[src/rtl/fifo_pkg.sv]
// Shared types for the FIFO read-side logic: read-stream state encoding and default word width.
// Latency: n/a (declarations only).
// Backpressure: n/a.
package fifo_pkg;

    localparam int FIFO_WIDTH = 8;

    typedef enum logic [1:0] {
        ST_IDLE  = 2'd0,
        ST_RUN   = 2'd1,
        ST_DRAIN = 2'd2
    } rd_state_e;

endpackage

[src/rtl/fifo_skid_buf.sv]
// Two-entry in-order buffer between the FIFO pop side and a valid/ready stream.
// Latency: 1 cycle push to head_vld; head_dat comes straight from a register.
// Backpressure: holds up to two words; push is accepted only while space exists or a word leaves that cycle.
module fifo_skid_buf #(
    parameter int WIDTH = 8
) (
    input  logic             rclk,
    input  logic             rrst_n,
    input  logic             push_vld,
    input  logic [WIDTH-1:0] push_dat,
    input  logic             pop_vld,
    output logic [WIDTH-1:0] head_dat,
    output logic             head_vld,
    output logic [1:0]       occ
);

    logic [WIDTH-1:0] head_q;
    logic [WIDTH-1:0] tail_q;
    logic [1:0]       occ_q;
    logic             push_ok;
    logic             pop_ok;

    always_comb begin
        pop_ok  = pop_vld && (occ_q != 2'd0);
        push_ok = push_vld && ((occ_q != 2'd2) || pop_ok);
    end

    // The head advances from the tail on a pop; an incoming word lands in whichever slot
    // becomes the youngest after that pop.
    always_ff @(posedge rclk or negedge rrst_n) begin
        if (!rrst_n) begin
            head_q <= '0;
            tail_q <= '0;
            occ_q  <= 2'd0;
        end else begin
            if (pop_ok && (occ_q == 2'd2)) begin
                head_q <= tail_q;
            end
            if (push_ok) begin
                if ((occ_q == 2'd0) || ((occ_q == 2'd1) && pop_ok)) begin
                    head_q <= push_dat;
                end else begin
                    tail_q <= push_dat;
                end
            end
            occ_q <= occ_q + {1'b0, push_ok} - {1'b0, pop_ok};
        end
    end

    assign head_dat = head_q;
    assign head_vld = (occ_q != 2'd0);
    assign occ      = occ_q;

endmodule

[src/rtl/fifo_rd_stream.sv]
// Drains a first-word-fall-through FIFO read port into a valid/ready stream and counts pops.
// Latency: first pop 1 cycle after en is sampled, first m_valid 1 cycle after that; 1 word/cycle sustained.
// Backpressure: m_ready stalls via a 2-entry buffer; pops stop when it is full, with no m_ready->rinc path.
module fifo_rd_stream
    import fifo_pkg::*;
#(
    parameter int WIDTH = FIFO_WIDTH,
    parameter int CNT_W = 16
) (
    input  logic             rclk,
    input  logic             rrst_n,
    input  logic             en,
    input  logic             rempty,
    input  logic [WIDTH-1:0] rdata,
    output logic             rinc,
    output logic [WIDTH-1:0] m_data,
    output logic             m_valid,
    input  logic             m_ready,
    output logic [CNT_W-1:0] pop_cnt,
    output logic             busy
);

    rd_state_e        state_q;
    rd_state_e        state_d;
    logic [1:0]       occ;
    logic [CNT_W-1:0] pop_cnt_q;

    always_ff @(posedge rclk or negedge rrst_n) begin
        if (!rrst_n) begin
            state_q <= ST_IDLE;
        end else begin
            state_q <= state_d;
        end
    end

    // Re-enabling during DRAIN takes priority over finishing the drain.
    always_comb begin
        state_d = state_q;
        case (state_q)
            ST_IDLE: begin
                if (en) state_d = ST_RUN;
            end
            ST_RUN: begin
                if (!en) state_d = ST_DRAIN;
            end
            ST_DRAIN: begin
                if (en) begin
                    state_d = ST_RUN;
                end else if (occ == 2'd0) begin
                    state_d = ST_IDLE;
                end
            end
            default: state_d = ST_IDLE;
        endcase
    end

    // Depends only on registered state and occupancy plus the FIFO flag, never on m_ready.
    assign rinc = (state_q == ST_RUN) && !rempty && (occ != 2'd2);
    assign busy = (state_q != ST_IDLE);

    always_ff @(posedge rclk or negedge rrst_n) begin
        if (!rrst_n) begin
            pop_cnt_q <= '0;
        end else if (rinc) begin
            pop_cnt_q <= pop_cnt_q + CNT_W'(1);
        end
    end

    assign pop_cnt = pop_cnt_q;

    fifo_skid_buf #(
        .WIDTH(WIDTH)
    ) u_buf (
        .rclk     (rclk),
        .rrst_n   (rrst_n),
        .push_vld (rinc),
        .push_dat (rdata),
        .pop_vld  (m_ready),
        .head_dat (m_data),
        .head_vld (m_valid),
        .occ      (occ)
    );

endmodule

[config.mk]
export PLATFORM = sky130hd
export DESIGN_NAME = fifo_rd_stream
export DESIGN_NICKNAME = d
export VERILOG_FILES = /design/src/rtl/fifo_pkg.sv /design/src/rtl/fifo_skid_buf.sv /design/src/rtl/fifo_rd_stream.sv
export SDC_FILE = /design/constraint.sdc
export NUM_CORES = 1
export LEC_CHECK = 0
export CORE_MARGIN = 5
export CORE_UTILIZATION = 45
export DETAILED_ROUTE_END_ITERATION = 6
export GPL_ROUTABILITY_DRIVEN = 0
export GPL_TIMING_DRIVEN = 0
export PLACE_DENSITY = 0.74
export SYNTH_ARGS = -nofsm -noshare
export SYNTH_HDL_FRONTEND = slang
export SYNTH_SLANG_ARGS = --single-unit
[constraint.sdc]
create_clock -name rclk -period 1.95 [get_ports rclk]
set_input_delay 0.195 -clock rclk [delete_from_list [all_inputs] [get_ports rclk]]
set_output_delay 0.195 -clock rclk [all_outputs]
set_load 0.01 [all_outputs]
-- Word-level counts from Yosys, hierarchy flattened
Cells that the tools add are included.
- $add $sub $neg: 3
- equal/unequal tests: 8
- muxes and demuxes: 8
- bitwise gates (word level): 1
- reductions and logical operators: 15
- operators with widths (kind ; number):
    8-bit 2-to-1 mux ; 3
    16-bit by 1-bit adder with 16-bit output, second input constant ; 1
    2-bit 2-to-1 mux ; 4
    1-bit logical AND ; 6
    2-bit != test, second input constant ; 3
    2-bit case mux with 3 select lines ; 1
    2-bit by 1-bit equality test with 1-bit output, second input constant ; 2
    2-bit equality test, second input constant ; 2
    2-bit zero test ; 2
    2-bit nonzero test ; 2
    3-bit != test, second input constant ; 1
    3-bit AND reduction ; 1
    2-bit by 1-bit adder with 2-bit output ; 1
    1-bit logical OR ; 2
    2-bit AND reduction ; 1
    2-bit by 1-bit subtractor with 2-bit output ; 1
    1-bit zero test ; 1
    1-bit inverter ; 1
- bits in registers: 36
- input port bits: 13
- output and inout port bits: 27
- word-level logic and storage cells: 40

-- Longest topological paths before layout
- word-level depth: 6
- mapped depth: 7
- gate-level depth less buffers: 6

-- Modules after synthesis
Synthesis repeated with hierarchy kept, for this count alone.
- cells, all modules: 128
- area total of the unflattened synthesis: 1754.2 um^2
- by module, submodules not included (module ; instances ; cells an instance ; area each (um^2) ; seq. area each (um^2)):
    fifo_skid_buf ; 1 ; 58 ; 915.9 ; 450.4
    fifo_rd_stream ; 1 ; 70 ; 838.3 ; 450.4

-- Least setup slack after synthesis
No wires, ideal clock.
- path type: reg2reg
- from: register state_q[1]
- to: register u_buf.tail_q[0]
- library setup time: 125 ps
- arrival: 1601 ps
- required time: 1825 ps
- setup slack: 224 ps
- stages on the path, launching flop included: 6
- buffers on the path: 2
- clock period less this slack: 1726 ps
- path through: dfrtp_1 or3b_1 buf_6 a211o_1 buf_6 mux2_4
- longest elaborated chain between the ends: 5
- RTL lines (what ; RTL line ; RTL):
    start: declaration ; fifo_rd_stream.sv:23 ; rd_state_e state_q;
    start signal: assignment ; fifo_rd_stream.sv:32 ; state_q <= state_d;
    2-bit by 1-bit equality test with 1-bit output ; fifo_rd_stream.sv:58 ; assign rinc = (state_q == ST_RUN) && !rempty && (occ != 2'd2);
    1-bit logical AND (2 in a row) ; fifo_rd_stream.sv:58 ;
    1-bit logical AND ; fifo_skid_buf.sv:25 ; push_ok = push_vld && ((occ_q != 2'd2) || pop_ok);
    2-bit AND reduction (no line) ; -- ;
    end signal: assignment ; fifo_skid_buf.sv:43 ; tail_q <= push_dat;
    end: declaration ; fifo_skid_buf.sv:18 ; logic [WIDTH-1:0] tail_q;
No other way between the ends.
A chain may end at the register's enable or synchronous reset.

-- Worst setup path in the final report
- from: register state_q[1]
- to: output port busy
- longest elaborated chain between the ends: 1
- RTL lines (what ; RTL line ; RTL):
    2-bit nonzero test ; fifo_rd_stream.sv:59 ; assign busy = (state_q != ST_IDLE);
    end: declaration ; fifo_rd_stream.sv:20 ; output logic busy
No other way between the ends.

==> results.py <==
metrics = {
    "pwr": {
        "power_density_nw_per_um2": 1173,
        "ir_worst_vdd_uv": 538.3,
        "switching_power_mw": 0.8093,
        "p_leak_nw": 1.025,
        "internal-power_mw": 1.801,
        "combPwrFrac_pct": 37.3,
        "power_switching_share_pct": 31.01,
        "p_clk_share_pct": 18.3,
        "seqPwrFrac_pct": 44.4,
    },
    "final_layout": {
        "final_nets": 205,
        "final_util_pct": 61.26,
        "multi_input_area_sq_um": 723.2,
        "regArea_sq_um": 900.9,
        "layout_commonest_cell": "clkdlybuf4s50_1",
        "antenna_cells": 0,
        "fillers": 327,
        "final_cells": 238,
        "drive_gt1_share_pct": 16.32,
        "synthToLayoutAreaGrowth_pct": 33.66,
        "mostFrequentLayoutCells": "37 x clkdlybuf4s50_1, 36 x dfrtp_1, 20 x nand2_1",
    },
    "synth": {
        "synth.area.top_cells": "dfrtp_1 54%, xnor2_1 7.4%, mux2_4 7.2%",
        "syn_nets": 154,
        "ys_types": 31,
        "synth_edf_count": 0,
        "netlist.area_leader.share_pct": 54.09,
        "synth_area_sq_um": 1665,
        "synthFlopType": "dfrtp_1",
        "avgSynthCellArea_sq_um": 11.98,
        "ys_async_sr_fraction_pct": 100.0,
        "synth-seq-cells": 36,
        "yosysTopAreaCell": "dfrtp_1",
        "seq_area_frac_synth_pct": 54.09,
        "yosys_warnings": 0,
        "netlist_instances": 139,
    },
    "job": {
        "drv_cap": 0,
    },
    "routing": {
        "wire_per_inst_um": 13.83,
        "routed_wl_um": 3291,
        "drt_pass1_iterations": 4,
        "drc": 0,
        "vias": 1189,
        "drt_iter0_markers": 37,
        "postRouteAntennaNets": 0,
        "vias_per_cell": 4.996,
    },
    "die": {
        "core-area_sq_um": 3633,
        "ios": 40,
        "rows": 22,
        "die_area_sq_um": 5018,
        "start_util_pct": 45.83,
        "die_h_um": 70.84,
        "die_w_um": 70.84,
    },
    "sta": {
        "setup_viol": 0,
        "skew_ns": 0.002704,
        "finalHoldViolCount": 31,
        "max_freq_ghz": 0.5340,
        "slew_violations": 0,
        "worst_pin_slew_ns": 0.7603,
        "holdWs_ns": -0.01923,
        "period_needed_ns": 1.873,
        "final.setup.tns_ns": 0,
        "slew_headroom_pct": 49.31,
        "rsz0062_at_grt": "no",
        "post-route-period-util_pct": 96.03,
    },
    "setup_path": {
        "cp-start-kind": "register",
        "crit_buf_inv": 3,
        "rrSetupSlack_ns": 0.11,
        "r2r_end": "pop_cnt[11]",
        "critPathMaxFanout": 4,
        "critPathTopFamily": "buffers and inverters",
        "crit_top_cell": "buf_4",
        "crit_type": "register to output port",
        "r2r_start": "state_q[1]",
        "cp-end-kind": "output port",
        "rr_worst_depth": 6,
        "worstPathRequired_ns": 1.75,
        "critPathMaxStageDelay_ns": 0.48,
        "cp_slowest_cell": "clkdlybuf4s50_1",
        "worstPathArrival_ns": 1.68,
        "path_cells": "buf_4 > buf_4 > or2_2 > clkdlybuf4s50_1",
    },
    "status": {
        "violations": "hold timing",
        "status": "complete, but fails checks",
    },
    "clocking": {
        "htreeDepth": 2,
        "path_clk_slew_ns": 0.06,
        "clkLatencyLatePin_ns": 0.28,
        "cts_tree": "yes",
        "cts_sinks": 36,
        "clockBufferDepth": 2,
        "cts-buffers-inserted": 5,
        "cts_root_buffer": "clkbuf_8",
    },
    "hold_path": {
        "hold_path.class": "input pin to asynchronous set/reset pin",
    },
    "placement": {
        "io_buffers": 39,
        "dpl.hpwl_um": 2406,
        "dp.cells": 226,
    },
    "grt": {
        "grt_pass1_vias": 1262,
        "grt_pass1_wl_um": 5547,
        "antenna_found_initial": 0,
        "grt_usage_pct": 13.92,
        "grt_max_degree": 37,
        "grt-ovfl-total": 0,
    },
}
## worst max path at each step
| stage | from | endpoint | depth (start not counted) |
|---|---|---|---|
| finish | state_q[1] | busy | 4 |
| global route | state_q[1] | pop_cnt[11] | 6 |
| CTS | state_q[1] | rinc | 5 |
| detailed placement | rempty | rinc | 7 |
| global placement | rempty | rinc | 7 |
| floorplan | state_q[1] | u_buf.tail_q[0] | 5 |
## synth_stat cells, types with 2 or more instances
cell type	count
dfrtp_1	36
nand2_1	20
xnor2_1	14
mux2_4	8
mux2i_1	8
o21ai_0	8
nand3_1	6
nor2_1	5
nand4_1	4
xor2_1	4
buf_2	2
buf_6	2
ha_1	2
inv_1	2
nor4_4	2
## state kept, by name (all words and copies together) (netlist names)
signal / count
u_buf.tail_q: 8
u_buf.occ: 2
u_buf.head_dat: 8
pop_cnt: 16
state_q: 2
## cell families (layout without fill, tap and decap cells)
| family | count (synthesis) | count (layout) | share of synthesized area [%] |
|---|---|---|---|
| buf+inv | 7 | 58 | 2.629 |
| mux | 16 | 16 | 12.02 |
| xor+xnor | 18 | 18 | 9.466 |
| fa+ha+maj | 2 | 2 | 1.502 |
| simple gates | 49 | 49 | 16.61 |
| flops | 36 | 36 | 54.09 |
| compound gates | 11 | 11 | 3.682 |
## power groups by stage
stage / Sequential [mW] / Combinational [mW] / Clock [mW]
6_report: 1.16 / 0.974 / 0.479
5_1_grt: 1.19 / 1.06 / 0.535
4_1_cts: 1.16 / 0.979 / 0.495
3_5_place_dp: 1.17 / 0.964 / 0
3_3_place_gp: 1.15 / 0.939 / 0
2_1_floorplan: 1.19 / 0.509 / 0
## cell type report
class / instances / share of cell area [%]
buffer: 3 / 1.237
clock buffer: 6 / 3.260
clock inverter: 1 / 0.2248
inverter: 3 / 0.5059
multi-input combinational: 96 / 32.49
sequential: 36 / 40.47
tap: 48 / 2.698
timing repair buffer: 45 / 19.11
## per-layer routing
metal  vias up  global-route usage [%]  wire length (um)
li1        571                       -                 -
met1       591                   14.80              1341
met2        22                   25.44              1751
met3         5                   3.409               138
met4         0                   6.889                59
met5         -                       0                 0
## per-stage QoR
step	power (mW)	instance area (sq um)	setup slack [ns]
2_1_floorplan	1.698	1665	0.2239
3_3_place_gp	2.088	2116	-0.3321
3_5_place_dp	2.134	2111	-0.3371
4_1_cts	2.633	2202	0.01344
5_1_grt	2.786	2226	0.01726
6_report	2.610	2226	0.07739
## what timing repair did
action,in CTS,in global routing
pin swaps,0,1
hold buffers,0,0
gates resized for setup,4,1
cloned,0,0
setup endpoints to repair,1,1
setup buffers,2,4
Note: power is estimated with default switching activity, not from simulation.
